### src/rtl/mem_xbar_pkg.sv
// Shared types and address decode for the memory crossbar.
// MEM_XBAR_DECERR_EN: addresses above the Device window decode to an internal error target.
package mem_xbar_pkg;

    typedef enum logic [1:0] {TGT_DDR, TGT_DEV, TGT_ERR} tgt_e;

    localparam logic [31:0] DECERR_DATA = 32'hDEAD_BEEF;

    // 33-bit window compare so base+size may reach 2^32 without wrapping.
    function automatic tgt_e tgt_of(input logic [31:0] addr,
                                    input logic [31:0] base,
                                    input logic [31:0] size);
        logic [32:0] w_end;
        w_end = {1'b0, base} + {1'b0, size};
        if ({1'b0, addr} >= {1'b0, base} && {1'b0, addr} < w_end) return TGT_DEV;
`ifdef MEM_XBAR_DECERR_EN
        if ({1'b0, addr} >= w_end) return TGT_ERR;
`endif
        return TGT_DDR;
    endfunction

endpackage

### src/rtl/mem_xbar_fifo.sv
// Small synchronous FIFO; used for the issue-order tag queue and the response buffer.
module mem_xbar_fifo #(
    parameter int WIDTH = 32,
    parameter int DEPTH = 4
) (
    input  logic                     clk,
    input  logic                     reset,
    input  logic                     i_push,
    input  logic [WIDTH-1:0]         i_data,
    input  logic                     i_pop,
    output logic [WIDTH-1:0]         o_data,
    output logic                     o_empty,
    output logic                     o_full,
    output logic [$clog2(DEPTH):0]   o_count
);
    localparam int AW = $clog2(DEPTH);

    logic [WIDTH-1:0] r_mem [DEPTH];
    logic [AW-1:0]    r_wptr, r_rptr;
    logic [AW:0]      r_count;
    logic             w_do_push, w_do_pop;

    assign o_empty   = (r_count == '0);
    assign o_full    = (r_count == (AW+1)'(DEPTH));
    assign o_count   = r_count;
    assign o_data    = r_mem[r_rptr];
    assign w_do_pop  = i_pop && !o_empty;
    // A pop frees the head slot in the same cycle, so push-when-full is fine alongside a pop.
    assign w_do_push = i_push && (!o_full || w_do_pop);

    always_ff @(posedge clk) begin
        if (w_do_push) r_mem[r_wptr] <= i_data;
    end

    always_ff @(posedge clk or posedge reset) begin
        if (reset) begin
            r_wptr  <= '0;
            r_rptr  <= '0;
            r_count <= '0;
        end else begin
            if (w_do_push) r_wptr <= r_wptr + 1'b1;
            if (w_do_pop)  r_rptr <= r_rptr + 1'b1;
            case ({w_do_push, w_do_pop})
                2'b10:   r_count <= r_count + 1'b1;
                2'b01:   r_count <= r_count - 1'b1;
                default: ;
            endcase
        end
    end

endmodule

### src/rtl/mem_xbar.sv
// Routes one request stream to DDR/Device by address; buffers pulsed slave responses in order.
// MEM_XBAR_DECERR_EN: out-of-window addresses get an internal 0xDEADBEEF response.
module mem_xbar
    import mem_xbar_pkg::*;
#(
    parameter int          DEPTH    = 4,
    parameter logic [31:0] DEV_BASE = 32'h1000_0000,
    parameter logic [31:0] DEV_SIZE = 32'h1000_0000
) (
    input  logic        clk,
    input  logic        reset,
    output logic        in_req_ready,
    input  logic        in_req_valid,
    input  logic [31:0] in_req_bits_addr,
    input  logic [31:0] in_req_bits_data,
    input  logic [1:0]  in_req_bits_len,
    input  logic        in_req_bits_func,
    input  logic [3:0]  in_req_bits_wstrb,
    input  logic        in_resp_ready,
    output logic        in_resp_valid,
    output logic [31:0] in_resp_bits_data,
    input  logic        ddr_req_ready,
    output logic        ddr_req_valid,
    output logic [31:0] ddr_req_bits_addr,
    output logic [31:0] ddr_req_bits_data,
    output logic [1:0]  ddr_req_bits_len,
    output logic        ddr_req_bits_func,
    output logic [3:0]  ddr_req_bits_wstrb,
    output logic        ddr_resp_ready,
    input  logic        ddr_resp_valid,
    input  logic [31:0] ddr_resp_bits_data,
    input  logic        dev_req_ready,
    output logic        dev_req_valid,
    output logic [31:0] dev_req_bits_addr,
    output logic [31:0] dev_req_bits_data,
    output logic [1:0]  dev_req_bits_len,
    output logic        dev_req_bits_func,
    output logic [3:0]  dev_req_bits_wstrb,
    output logic        dev_resp_ready,
    input  logic        dev_resp_valid,
    input  logic [31:0] dev_resp_bits_data
);
    localparam int CW = $clog2(DEPTH) + 1;

    tgt_e          w_tgt, w_resp_src, r_last_tgt;
    logic [CW-1:0] r_outst, w_rbuf_count, w_tag_count;
    logic [CW:0]   w_inflight;
    logic          r_err_pend;
    logic          w_sel_ready, w_credit_ok, w_order_ok, w_grant, w_accept;
    logic          w_resp_ev, w_resp_pop, w_resp_empty, w_resp_full;
    logic          w_tag_empty, w_tag_full;
    logic [1:0]    w_tag_head;
    logic [31:0]   w_resp_data;

    assign w_tgt = tgt_of(in_req_bits_addr, DEV_BASE, DEV_SIZE);

    always_comb begin
        w_sel_ready = 1'b1;
        case (w_tgt)
            TGT_DDR: w_sel_ready = ddr_req_ready;
            TGT_DEV: w_sel_ready = dev_req_ready;
            default: ;
        endcase
    end

    // Buffer occupancy plus requests still at a slave must fit in DEPTH: nothing can be dropped.
    assign w_inflight  = {1'b0, r_outst} + {1'b0, w_rbuf_count};
    assign w_credit_ok = w_inflight < (CW+1)'(DEPTH);
    assign w_order_ok  = (r_outst == '0) || (w_tgt == r_last_tgt);
    assign w_grant     = !reset && w_credit_ok && w_order_ok;
    assign in_req_ready = w_grant && w_sel_ready;
    assign w_accept     = in_req_valid && in_req_ready;

    // Slave valid is gated by grant so a slave never takes a request the core did not hand off.
    assign ddr_req_valid      = in_req_valid && w_grant && (w_tgt == TGT_DDR);
    assign ddr_req_bits_addr  = in_req_bits_addr;
    assign ddr_req_bits_data  = in_req_bits_data;
    assign ddr_req_bits_len   = in_req_bits_len;
    assign ddr_req_bits_func  = in_req_bits_func;
    assign ddr_req_bits_wstrb = in_req_bits_wstrb;
    assign dev_req_valid      = in_req_valid && w_grant && (w_tgt == TGT_DEV);
    assign dev_req_bits_addr  = in_req_bits_addr;
    assign dev_req_bits_data  = in_req_bits_data;
    assign dev_req_bits_len   = in_req_bits_len;
    assign dev_req_bits_func  = in_req_bits_func;
    assign dev_req_bits_wstrb = in_req_bits_wstrb;
    assign ddr_resp_ready     = 1'b1;
    assign dev_resp_ready     = 1'b1;

    always_comb begin
        w_resp_src  = TGT_ERR;
        w_resp_data = DECERR_DATA;
        if (ddr_resp_valid) begin
            w_resp_src  = TGT_DDR;
            w_resp_data = ddr_resp_bits_data;
        end else if (dev_resp_valid) begin
            w_resp_src  = TGT_DEV;
            w_resp_data = dev_resp_bits_data;
        end
    end

    assign w_resp_ev  = ddr_resp_valid || dev_resp_valid || r_err_pend;
    assign w_resp_pop = in_resp_valid && in_resp_ready;

    always_ff @(posedge clk or posedge reset) begin
        if (reset) begin
            r_outst    <= '0;
            r_last_tgt <= TGT_DDR;
            r_err_pend <= 1'b0;
        end else begin
            if (w_accept) r_last_tgt <= w_tgt;
            r_err_pend <= w_accept && (w_tgt == TGT_ERR);
            case ({w_accept, w_resp_ev})
                2'b10:   r_outst <= r_outst + 1'b1;
                2'b01:   r_outst <= r_outst - 1'b1;
                default: ;
            endcase
        end
    end

    mem_xbar_fifo #(.WIDTH(2), .DEPTH(DEPTH)) u_tag_fifo (
        .clk     (clk),
        .reset   (reset),
        .i_push  (w_accept),
        .i_data  (w_tgt),
        .i_pop   (w_resp_ev),
        .o_data  (w_tag_head),
        .o_empty (w_tag_empty),
        .o_full  (w_tag_full),
        .o_count (w_tag_count)
    );

    mem_xbar_fifo #(.WIDTH(32), .DEPTH(DEPTH)) u_resp_fifo (
        .clk     (clk),
        .reset   (reset),
        .i_push  (w_resp_ev),
        .i_data  (w_resp_data),
        .i_pop   (w_resp_pop),
        .o_data  (in_resp_bits_data),
        .o_empty (w_resp_empty),
        .o_full  (w_resp_full),
        .o_count (w_rbuf_count)
    );

    assign in_resp_valid = !w_resp_empty;

`ifndef SYNTHESIS
    always @(posedge clk) begin
        if (!reset) begin
            assert (!(ddr_resp_valid && dev_resp_valid))
                else $error("mem_xbar: DDR and Device responded in the same cycle");
            if (w_resp_ev)
                assert (!w_tag_empty && (w_tag_head == w_resp_src))
                    else $error("mem_xbar: response from unexpected target");
            assert (w_tag_count == r_outst)
                else $error("mem_xbar: tag queue out of step with outstanding count");
            assert (!(w_tag_full && w_accept))
                else $error("mem_xbar: accept with tag queue full");
            assert (!(w_resp_full && w_resp_ev && !w_resp_pop))
                else $error("mem_xbar: response buffer overflow");
        end
    end
`endif

endmodule

### config.mk
export PLATFORM = sky130hd
export DESIGN_NAME = mem_xbar
export DESIGN_NICKNAME = d
export VERILOG_FILES = /design/src/rtl/mem_xbar_pkg.sv /design/src/rtl/mem_xbar_fifo.sv /design/src/rtl/mem_xbar.sv
export SDC_FILE = /design/constraint.sdc
export NUM_CORES = 1
export LEC_CHECK = 0
export CAP_MARGIN = 20
export CORE_AREA = 3 3 134 136
export DETAILED_ROUTE_END_ITERATION = 8
export DIE_AREA = 0 0 137 139
export GPL_TIMING_DRIVEN = 0
export PLACE_DENSITY = 0.8
export SETUP_SLACK_MARGIN = 0.2
export SLEW_MARGIN = 10
export SYNTH_ARGS = -nofsm -noshare
export SYNTH_HDL_FRONTEND = slang
export SYNTH_HIERARCHICAL = 1
export SYNTH_SLANG_ARGS = --single-unit
### constraint.sdc
create_clock -name clk -period 3 [get_ports clk]
set_input_delay 0.45 -clock clk [delete_from_list [all_inputs] [get_ports clk]]
set_output_delay 0.45 -clock clk [all_outputs]
set_load 0.03 [all_outputs]
After elaboration in Yosys (flattened, before gate mapping)
Memories as Yosys holds them, arrays and structs flattened.
Index checks and enable logic that the tools add are counted.
- $add $sub $neg: 7
- $mul: 0
- div/mod/pow operators: 0
- order comparisons: 3
- eq/ne operators: 8
- shifts and indexed selects: 0
- multiplexer cells: 10
- bitwise gates (word level): 0
- reduce and logical (&&, ||, !) cells: 24
- operator list (operator ; count):
    $mux W32 ; 2
    $ge A32 B29 Y1 const B ; 1
    $lt A32 B30 Y1 const B ; 1
    $logic_and A1 B1 Y1 ; 12
    $pmux W3 S2 ; 2
    $add A3 B1 Y3 const B ; 2
    $eq A2 B1 Y1 const B ; 3
    $eq A2 B2 Y1 const B ; 3
    $logic_not A3 Y1 ; 2
    $sub A3 B1 Y3 const B ; 2
    $add A2 B1 Y2 const B ; 2
    $add A3 B3 Y4 ; 1
    $logic_or A1 B1 Y1 ; 4
    $lt A4 B3 Y1 const B ; 1
    $mux W2 ; 2
    $reduce_bool A2 Y1 ; 2
    $eq A3 B3 Y1 const B ; 1
    $logic_not A1 Y1 ; 3
    $mux W1 ; 3
    $eq A2 B2 Y1 ; 1
    $logic_not A2 Y1 ; 1
    $pmux W1 S2 ; 1
- register bits after elaboration: 13
- latch bits: 0
- memory bits (writable): 128
- bits in read-only memories: 0
- input port bits: 143
- output and inout bits: 180
- word-level logic and storage cells: 59
- memories: 1
- memories (name ; depth ; bits a word ; read ports ; clocked after memory_dff ; write ports ; line ; source):
    u_resp_fifo.r_mem ; 4 ; 32 ; 1 ; 0 ; 1 ; mem_xbar_fifo.sv:18 ; logic [WIDTH-1:0] r_mem [DEPTH];

Logic depth before layout (Yosys ltp)
- word-level depth: 11
- gate-level depth with buffers: 10
- mapped depth without buffers: 10

Cells and area by module
Netlist, hierarchy kept.
- by module, submodules not included (module ; times used ; cells each ; area an instance (um^2) ; sequential area each (um^2)):
    mem_xbar_fifo ; 1 ; 222 ; 5126.2 ; 4018.9
    mem_xbar ; 1 ; 275 ; 1874.3 ; 100.1

Worst setup path after synthesis
No wires, ideal clock.
- path kind: reg2out
- from: reg u_resp_fifo.r_count[2], in the netlist u_resp_fifo/o_count[2]
- to: out ddr_req_valid
- arrival time: 1975 ps
- path slack: 575 ps
- stages on the path, launching flop included: 5
- path buffers: 0
- cells stage by stage: dfrtp_1 ha_1 nor4_2 nand3_1 a211oi_1
- word-level cells in the longest chain between the ends: 6
- ends and longest elaborated chain (what ; line ; source):
    start: declaration ; mem_xbar_fifo.sv:20 ; logic [AW:0] r_count;
    start signal: assignment ; mem_xbar_fifo.sv:44 ; 2'b10: r_count <= r_count + 1'b1;
    start signal: assignment ; mem_xbar_fifo.sv:45 ; 2'b01: r_count <= r_count - 1'b1;
    $add A3 B3 Y4 ; mem_xbar.sv:67 ; assign w_inflight = {1'b0, r_outst} + {1'b0, w_rbuf_count};
    $lt A4 B3 Y1 ; mem_xbar.sv:68 ; assign w_credit_ok = w_inflight < (CW+1)'(DEPTH);
    $logic_and A1 B1 Y1 (2 in series) ; mem_xbar.sv:70 ; assign w_grant = !reset && w_credit_ok && w_order_ok;
    $logic_and A1 B1 Y1 (2 in series) ; mem_xbar.sv:75 ; assign ddr_req_valid = in_req_valid && w_grant && (w_tgt == TGT_DDR);
    end: declaration ; mem_xbar.sv:23 ; output logic ddr_req_valid,
Every way passes these cells.

Final worst setup path
- from: reg u_resp_fifo.r_rptr[1]
- to: out in_resp_bits_data[19]
- word-level cells in the longest chain between the ends: 1
- ends and longest elaborated chain (what ; line ; source):
    start: declaration ; mem_xbar_fifo.sv:19 ; logic [AW-1:0] r_wptr, r_rptr;
    start signal: assignment ; mem_xbar_fifo.sv:42 ; if (w_do_pop) r_rptr <= r_rptr + 1'b1;
    $mem_v2 Z4 W32 ; - ;
    end: declaration ; mem_xbar.sv:21 ; output logic [31:0] in_resp_bits_data,
Every way passes these cells.

==> flow_summary.json <==
{
  "yosys_warnings": 6,
  "cp_slowest_stage_delay_ps": 620,
  "cp_max_fo": 10,
  "tightestPinTransition_ps": 890,
  "fp.coreArea_um2": 17100,
  "crit_required_ps": 2550,
  "num_io_pins": 323,
  "grt_first_pass_wirelength_um": 27700,
  "syn_inst": 496,
  "worstPathCellList": "clkbuf_2, buf_2, mux4_2, clkdlybuf4s50_1",
  "htree_num_levels": 4,
  "p_int_uw": 5430,
  "numCtsBuffers": 17,
  "initial_utilization": 0.410,
  "crit_slowest_cell": "clkdlybuf4s50_1",
  "swShare": 0.357,
  "power.switching_uw": 3020,
  "cts_buffer_depth": 2,
  "grt_start_max_net_pins": 33,
  "crit_path_end_kind": "primary output",
  "cp.arrival_ps": 2210,
  "max_cap_violations": 0,
  "dp_hpwl_um": 14200,
  "antenna_left": 0,
  "r2r-end": "r_outst[2]",
  "grt.total_usage": 0.195,
  "reg2reg_from": "u_resp_fifo/o_count[2]",
  "area_delta_synth_final_pct": 48.0,
  "diodes": 0,
  "final.setup.tns_ps": 0,
  "layout.nets": 920,
  "skew_ps": 5.28,
  "cts_root_buffer": "clkbuf_16",
  "p_leak_uw": 0.00407,
  "clk_pin_slew_worst_paths_ps": 60,
  "antenna_found_initial": 0,
  "post-route-drc-count": 0,
  "max_freq_ghz": 0.376,
  "vias": 4660,
  "die_area_um2": 19000,
  "drt-initial-drc-count": 186,
  "hold_ws_ps": 358,
  "rsz0062_at_grt": "no",
  "synth_area_um2": 7000,
  "power.density_nw_per_um2": 816,
  "cts_tree": "yes",
  "ir_drop_v": 0.000346,
  "r2r_slack_ps": 490,
  "gp_congestion": 0.812,
  "slew_viol_final": 0,
  "hold_viol_final": 0,
  "combPwrFrac": 0.422,
  "outcome": "completed",
  "first_pass_iters": 4,
  "wl_per_cell_um": 18.6,
  "rows": 48,
  "period_minus_slack_ps": 2660,
  "drive_above_1_share": 0.297,
  "worstHoldPathType": "in -> async",
  "setup_viol": 0,
  "die_w_um": 137,
  "max-slew-margin-rel": 0.407,
  "numPortBuffers": 252,
  "grt_overflow_total": 0,
  "wl_um": 18700,
  "p_seq_frac": 0.350,
  "grt_pass1_vias": 4917,
  "die_h_um": 139,
  "via_per_inst": 4.63,
  "critical_path.startpoint": "u_resp_fifo/r_rptr[1]",
  "critPathLaunchType": "flop",
  "reg2reg_depth": 10,
  "path_class": "reg -> out",
  "cts_setup_buffers": 0,
  "fin_crit_sh": 0.887,
  "clkSinkCount": 139,
  "insertion_delay_ps": 410,
  "crit_path_end": "in_resp_bits_data[19]",
  "power_frac_clock": 0.228,
  "avgSynthCellArea_um2": 14.1
}
==> final cells by class <==
class                           instances  area [um2]
Inverter                               36         135
Tap cell                              225         282
Sequential cell                       139        4120
Multi-Input combinational cell        160        1590
Clock buffer                           19         433
Timing Repair Buffer                  252        2490
Clock inverter                         13         120
Buffer                                162        1190
Fill cell                            1338        6700
==> critical path, delay by kind of cell, from the launching register on <==
kind	cells	cell delay, ps
muxes	1	350
buffers and inverters	3	1140
DFF	1	320
==> flip-flops by register name (all words and copies together), names as in the netlist <==
signal               count
r_last_tgt               1
u_resp_fifo/r_rptr       2
u_resp_fifo/r_wptr       2
u_resp_fifo/r_mem      128
r_outst                  3
u_resp_fifo/o_count      3
==> repair_timing <==
| action | 4_1_cts | 5_1_grt |
|---|---|---|
| hold buffers | 0 | 0 |
| cloned | 0 | 0 |
| resized for setup | 40 | 11 |
| setup endpoints to repair | 32 | 7 |
| pin swaps | 0 | 0 |
==> how the worst min path moves through the flow <==
stage / startpoint / end / slack, ps / cells after the start
after floorplan: reset / r_last_tgt[0] / 220 / 1
after global placement: r_outst[2] / r_outst[2] / 510 / 1
after detailed placement: r_outst[2] / r_outst[2] / 520 / 1
after CTS: reset / r_outst[2] / 310 / 2
after global routing: reset / r_outst[2] / 380 / 2
final: reset / r_outst[1] / 360 / 2
==> placed cells by master, fill, tap and decap left out, types with 3 or more instances in the layout <==
| master | n |
|---|---|
| xnor2_1 | 6 |
| nor2_1 | 30 |
| mux4_2 | 32 |
| nand3_1 | 3 |
| clkdlybuf4s50_1 | 221 |
| dfrtp_1 | 11 |
| nand2_1 | 4 |
| dlymetal6s2s_1 | 3 |
| clkbuf_16 | 17 |
| a21oi_1 | 25 |
| buf_6 | 3 |
| nand2b_1 | 3 |
| edfxtp_1 | 128 |
| dlygate4sd2_1 | 25 |
| clkinvlp_4 | 6 |
| clkbuf_1 | 7 |
| and2_2 | 4 |
| buf_4 | 145 |
| a22o_1 | 7 |
| xor2_1 | 3 |
| ha_1 | 7 |
| buf_2 | 7 |
| inv_6 | 3 |
| inv_1 | 36 |
==> metal layers <==
layer / vias up / global-route usage / wire length [um]
li1: 2165 / - / -
met1: 2245 / 0.232 / 7130
met2: 222 / 0.323 / 9330
met3: 28 / 0.0784 / 1810
met4: 0 / 0.0636 / 466
met5: - / 0 / 0
==> power by group through the flow <==
stage / Sequential, uW / Clock, uW / Combinational [uW]
floorplan: 2920 / 0 / 2450
global placement: 2960 / 0 / 3740
detailed placement: 2990 / 0 / 3760
CTS: 2960 / 1950 / 3620
global route: 3010 / 2030 / 3830
finish: 2960 / 1920 / 3570
==> per-stage QoR <==
stage	cell area, um2	util	instances	setup WS (ps)	total power [uW]
5_1_grt	10400	0.607	1006	215	8880
4_1_cts	10300	0.607	1006	45.8	8530
3_3_place_gp	9800	0.575	974	50.0	6700
2_1_floorplan	7000	-	497	575	5370
6_report	10400	0.607	1006	340	8450
3_5_place_dp	9800	0.575	974	20.7	6750
Power figures use the tool's default switching activity.
==> patch 1: new RTL, same settings <==
Add a define of `MEM_XBAR_DECERR_EN`.
--- a/src/rtl/mem_xbar_pkg.sv
+++ b/src/rtl/mem_xbar_pkg.sv
@@ -1,4 +1,6 @@
 // Shared types and address decode for the memory crossbar.
 // MEM_XBAR_DECERR_EN: addresses above the Device window decode to an internal error target.
+`define MEM_XBAR_DECERR_EN
+
 package mem_xbar_pkg;
 
Behaviour: not the same (Yosys sat finds a counterexample within 4 cycles, from zero or initial values and one cycle with reset high).
==> patch 1 against the original RTL <==
Count of clock-buffer cells in the layout down 1. First-iteration DRC count down 17%. Combinational power increased by 3%. Sequential cell count grew 2. Worst setup slack worse by 0.11 ns. Design area up 2.0%. Power increased by 5.1%. Die area did not move. Wire length is 3.1% higher. Sequential power up 2%. Area after synthesis is 1.6% higher. Sequential share of layout area shrank 0.27 points. Largest cell class unchanged. Highest routed layer unchanged.
==> patch 1: results (changes against the original RTL) <==
* Status: finished clean
* Skew-Pair Late Insertion Delay at 0.41 ns (about the same)
* Port bufs at 252 (unchanged)
* Placed cell count at 978 (+0.41%)
* Leakage power at 0.00418 µW (+2.8%)
* Switching power share of the total at 34.7% (-1.0 points)
* Worst Path Max Fanout at 7 (-3)
* CP Data Arrival Time at 2.32 ns (+0.11 ns)
* GP Congestion at 0.793 (-2.3%)
* Worst VDD drop at 0.530 mV (+53%)
* Dpl cell area at 0.00992 mm² (+1.2%)
* WL per Instance at 19.1 µm (+2.3%)
* Drt first pass iters at 6 (+2)
* Biggest register: u_resp_fifo/r_mem
* Clk slew on worst S/H paths at 0.06 ns (about the same)
* Hold WC Path Type: in2async
* Global-route wire length before repair at 28200 µm (+1.7%)
* Num CTS Buffers at 17 (unchanged)
* Largest net degree at the start of global routing at 33 (unchanged)
* Layout Cells excl Fill at 1013 (+0.70%)
* Final HPWL DP at 14700 µm (+3.5%)
* Initial antenna violation count at 0 (unchanged)
* Layout cells sized above 1 at 30.6% (+0.88 points)
* Nets at 927 (+0.76%)
* Largest register FFs at 128 (unchanged)
* Mean post-synth cell area at 14.2 µm² (+0.78%)
* Sequential power share at 34.1% (-0.9 points)
* Vias in the first global route at 4963 (+0.94%)
* Warnings, synthesis at 6 (unchanged)
* Slew @ Worst Pin at 0.882 ns (-0.00758 ns)
* Clk pwr at 2170 µW (+13%)
* Skew final at 0.00925 ns (+0.00397 ns)
* Place WS at -0.239 ns (-0.260 ns)
* H-tree levels at 4 (unchanged)
* Root Driver: clkbuf_16
* Hold buffers post-CTS at 0 (unchanged)
* Initial DRC count at 154 (-17%)
* Logic pwr share at 41.5% (-0.7 points)
* Vias at 4713 (+1.1%)
* Clock buffer depth at 2 (unchanged)
* N_diodes at 0 (unchanged)
* Tot GR Track Use at 19.9% (+0.40 points)
-- patch 1: path summary, 6_finish.rpt --
path,startpoint,end,slack [ns],depth (start not counted)
worst min-delay path,reset,r_outst[1]$_DFFE_PP0P_,0.35,2
worst max register to register,u_resp_fifo/o_count[2]$_DFFE_PP0P_,r_outst[2]$_DFFE_PP0P_,0.41,11
max in group asynchronous,reset,u_resp_fifo/o_count[1]$_DFFE_PP0P_,2.40,2
worst max-delay path,u_resp_fifo/o_count[2]$_DFFE_PP0P_,ddr_req_valid,0.23,5
worst min register to register,r_outst[2]$_DFFE_PP0P_,r_outst[2]$_DFFE_PP0P_,0.50,1
min in group clk,r_outst[2]$_DFFE_PP0P_,r_outst[2]$_DFFE_PP0P_,0.50,1
-- patch 1: routing by layer --
metal | wire [µm] | track usage, % | part of all wire (%)
met5 | 0 | 0 | 0
met4 | 597 | 7.56 | 3.1
met3 | 1690 | 7.87 | 8.8
met2 | 9630 | 33.4 | 50
met1 | 7380 | 22.9 | 38
-- patch 1: what timing repair did --
item / CTS / global route
resized for setup: 49 / 9
pin swaps: 1 / 1
buffers inserted: 1 / 2
endpoints found under the setup margin: 32 / 7
gates cloned: 0 / 0
-- patch 1: final cells by class --
| type | instances | area, µm² |
|---|---|---|
| Buffer | 161 | 1170 |
| Clock buffer | 18 | 429 |
| Clock inverter | 14 | 191 |
| Fill cell | 1296 | 6500 |
| Inverter | 35 | 131 |
| Multi-Input combinational cell | 164 | 1660 |
| Sequential cell | 141 | 4170 |
| Tap cell | 225 | 282 |
| Timing Repair Buffer | 255 | 2510 |
-- patch 1: worst max-delay path, stage by stage (launching register included) --
cell and delay, ns:
dfrtp_2 0.45, ha_1 0.20, or4_4 0.54, or2_1 0.28, nor4_2 0.23, buf_4 0.21
==> patch 2: new RTL, same flow settings <==
Made on the original files. `DEV_SIZE`: 32'h1000_0000 -> 32'h08000000.
--- a/src/rtl/mem_xbar.sv
+++ b/src/rtl/mem_xbar.sv
@@ -6,5 +6,5 @@
     parameter int          DEPTH    = 4,
     parameter logic [31:0] DEV_BASE = 32'h1000_0000,
-    parameter logic [31:0] DEV_SIZE = 32'h1000_0000
+    parameter logic [31:0] DEV_SIZE = 32'h08000000
 ) (
     input  logic        clk,
Function: changed (a bounded check fails within 4 cycles, from zero or initial values and one cycle with reset high).
==> patch 2 against the original RTL <==
Sequential cell count unchanged. Wire length increased by 0.59%. Area after synthesis increased by 0.91%. Combinational power about the same. Critical path type unchanged. Critical path depth increased by 1. Worst setup slack got worse by 0.020 ns. Power increased by 0.29%. Design area increased by 0.63%.
==> patch 2: results (changes against the original RTL) <==
* Status: finished clean
* Hold WC Path Type: in2async
* Post-CTS setup buffer count at 0 (unchanged)
* Largest net degree at the start of global routing at 33 (unchanged)
* Vias at 4643 (-0.36%)
* N_diodes at 0 (unchanged)
* Cells after Synth at 501 (+1.0%)
* Nets at 926 (+0.65%)
* Place WS at 0.244 ns (+0.224 ns)
* Warnings, synthesis at 6 (unchanged)
* Skew final at 0.00785 ns (+0.00257 ns)
* Layout cells sized above 1 at 30.4% (+0.66 points)
* Slew @ Worst Pin at 0.889 ns (-0.000633 ns)
* Tot GR Track Use at 19.7% (+0.14 points)
* Period utilization at 89.3% (+0.68 points)
* Worst Reg-to-Reg Cells at 10 (unchanged)
* Clock buffer depth at 2 (unchanged)
* Root Driver: clkbuf_16
* Drt first pass iters at 4 (unchanged)
* Dpl cell area at 0.00988 mm² (+0.75%)
* Global-route wire length before repair at 28100 µm (+1.3%)
* Num CTS Buffers at 17 (unchanged)
* Placed cell count at 980 (+0.62%)
* Crit Reg-Reg Startpoint: r_outst[2]$_DFFE_PP0P_
* Switching power share of the total at 36.0% (+0.26 points)
* Leakage power at 0.00409 µW (+0.66%)
* CP Launch Type: flip-flop
* R2r endpoint: r_outst[2]$_DFFE_PP0P_
* Largest register FFs at 128 (unchanged)
* Vias in the first global route at 4962 (+0.92%)
* H-tree levels at 4 (unchanged)
* Final HPWL DP at 14300 µm (+0.83%)
* Worst Setup EP: dev_req_valid
* Biggest register: u_resp_fifo/r_mem
* Met3 GRT Util at 7.76% (-0.073 points)
* Clk slew on worst S/H paths at 0.06 ns (about the same)
* Worst VDD drop at 0.467 mV (+35%)
* Port bufs at 253 (+0.40%)
* Skew-Pair Late Insertion Delay at 0.40 ns
* WL final at 18800 µm (+0.59%)
* Worst Path Max Fanout at 4 (-6)
* Initial DRC count at 214 (+15%)
* Layout Cells excl Fill at 1012 (+0.60%)
* Initial antenna violation count at 0 (unchanged)
* GR Util met2 at 34.3% (+2.0 points)
* Worst R2R Setup Slack at 0.57 ns (+0.08 ns)
* CP Data Arrival Time at 2.23 ns (+0.02 ns)
* Worst hold slack at 0.337 ns (-0.0210 ns)
* Met1 usage in global routing at 22.9% (-0.26 points)
* GP Congestion at 0.814 (+0.31%)
-- patch 2: final cells by class --
cell class / instances / area, µm²
repair buffers: 253 / 2500
clock inverters: 15 / 138
fillers: 1317 / 6640
multi-input cells: 165 / 1620
inverters: 36 / 135
clock buffers: 17 / 425
plain buffers: 162 / 1210
flip-flops and latches: 139 / 4120
well taps: 225 / 282
-- patch 2: stage by stage --
step | utilization, % | total power (µW)
3_5_place_dp | 57.9 | 6780
5_1_grt | 61.1 | 8900
2_1_floorplan | - | 5410
3_3_place_gp | 57.9 | 6730
6_report | 61.1 | 8470
4_1_cts | 61.1 | 8570
-- patch 2: critical path, cell delays in order, from the launching register on --
cell and delay (ns):
dfrtp_1 0.45, ha_1 0.35, nor4_4 0.35, nand3_2 0.16, nor3_2 0.13, clkdlybuf4s15_1 0.39
-- patch 2: worst min-delay path by stage --
| stage | start | end |
|---|---|---|
| finish | reset | r_outst[1]$_DFFE_PP0P_ |
| global route | reset | r_outst[1]$_DFFE_PP0P_ |
| CTS | reset | r_last_tgt[0]$_DFFE_PP0P_ |
| detailed placement | u_resp_fifo/r_wptr[1]$_DFFE_PP0P_ | u_resp_fifo/r_wptr[1]$_DFFE_PP0P_ |
| global placement | u_resp_fifo/r_wptr[1]$_DFFE_PP0P_ | u_resp_fifo/r_wptr[1]$_DFFE_PP0P_ |
| floorplan | reset | r_last_tgt[0]$_DFFE_PP0P_ |
-- patch 2: metal layers --
layer	up-vias	part of all wire [%]	wire length (µm)
met4	0	0.72	135
met1	2248	38	7220
met2	201	52	9780
met5	-	0	0
met3	8	9.1	1710
li1	2186	-	-
-- patch 2: power groups by stage --
| stage | Sequential, µW | Clock, µW | Combinational, µW |
|---|---|---|---|
| 2_1_floorplan | 2930 | 0 | 2480 |
| 3_3_place_gp | 2980 | 0 | 3760 |
| 3_5_place_dp | 3000 | 0 | 3780 |
| 4_1_cts | 2970 | 1970 | 3620 |
| 5_1_grt | 3020 | 2080 | 3800 |
| 6_report | 2970 | 1950 | 3560 |
-- patch 2: timing repair --
item                                    in CTS  in global routing
endpoints found under the setup margin      32                  3
gates resized for setup                     38                  4
hold buffers                                 0                  0
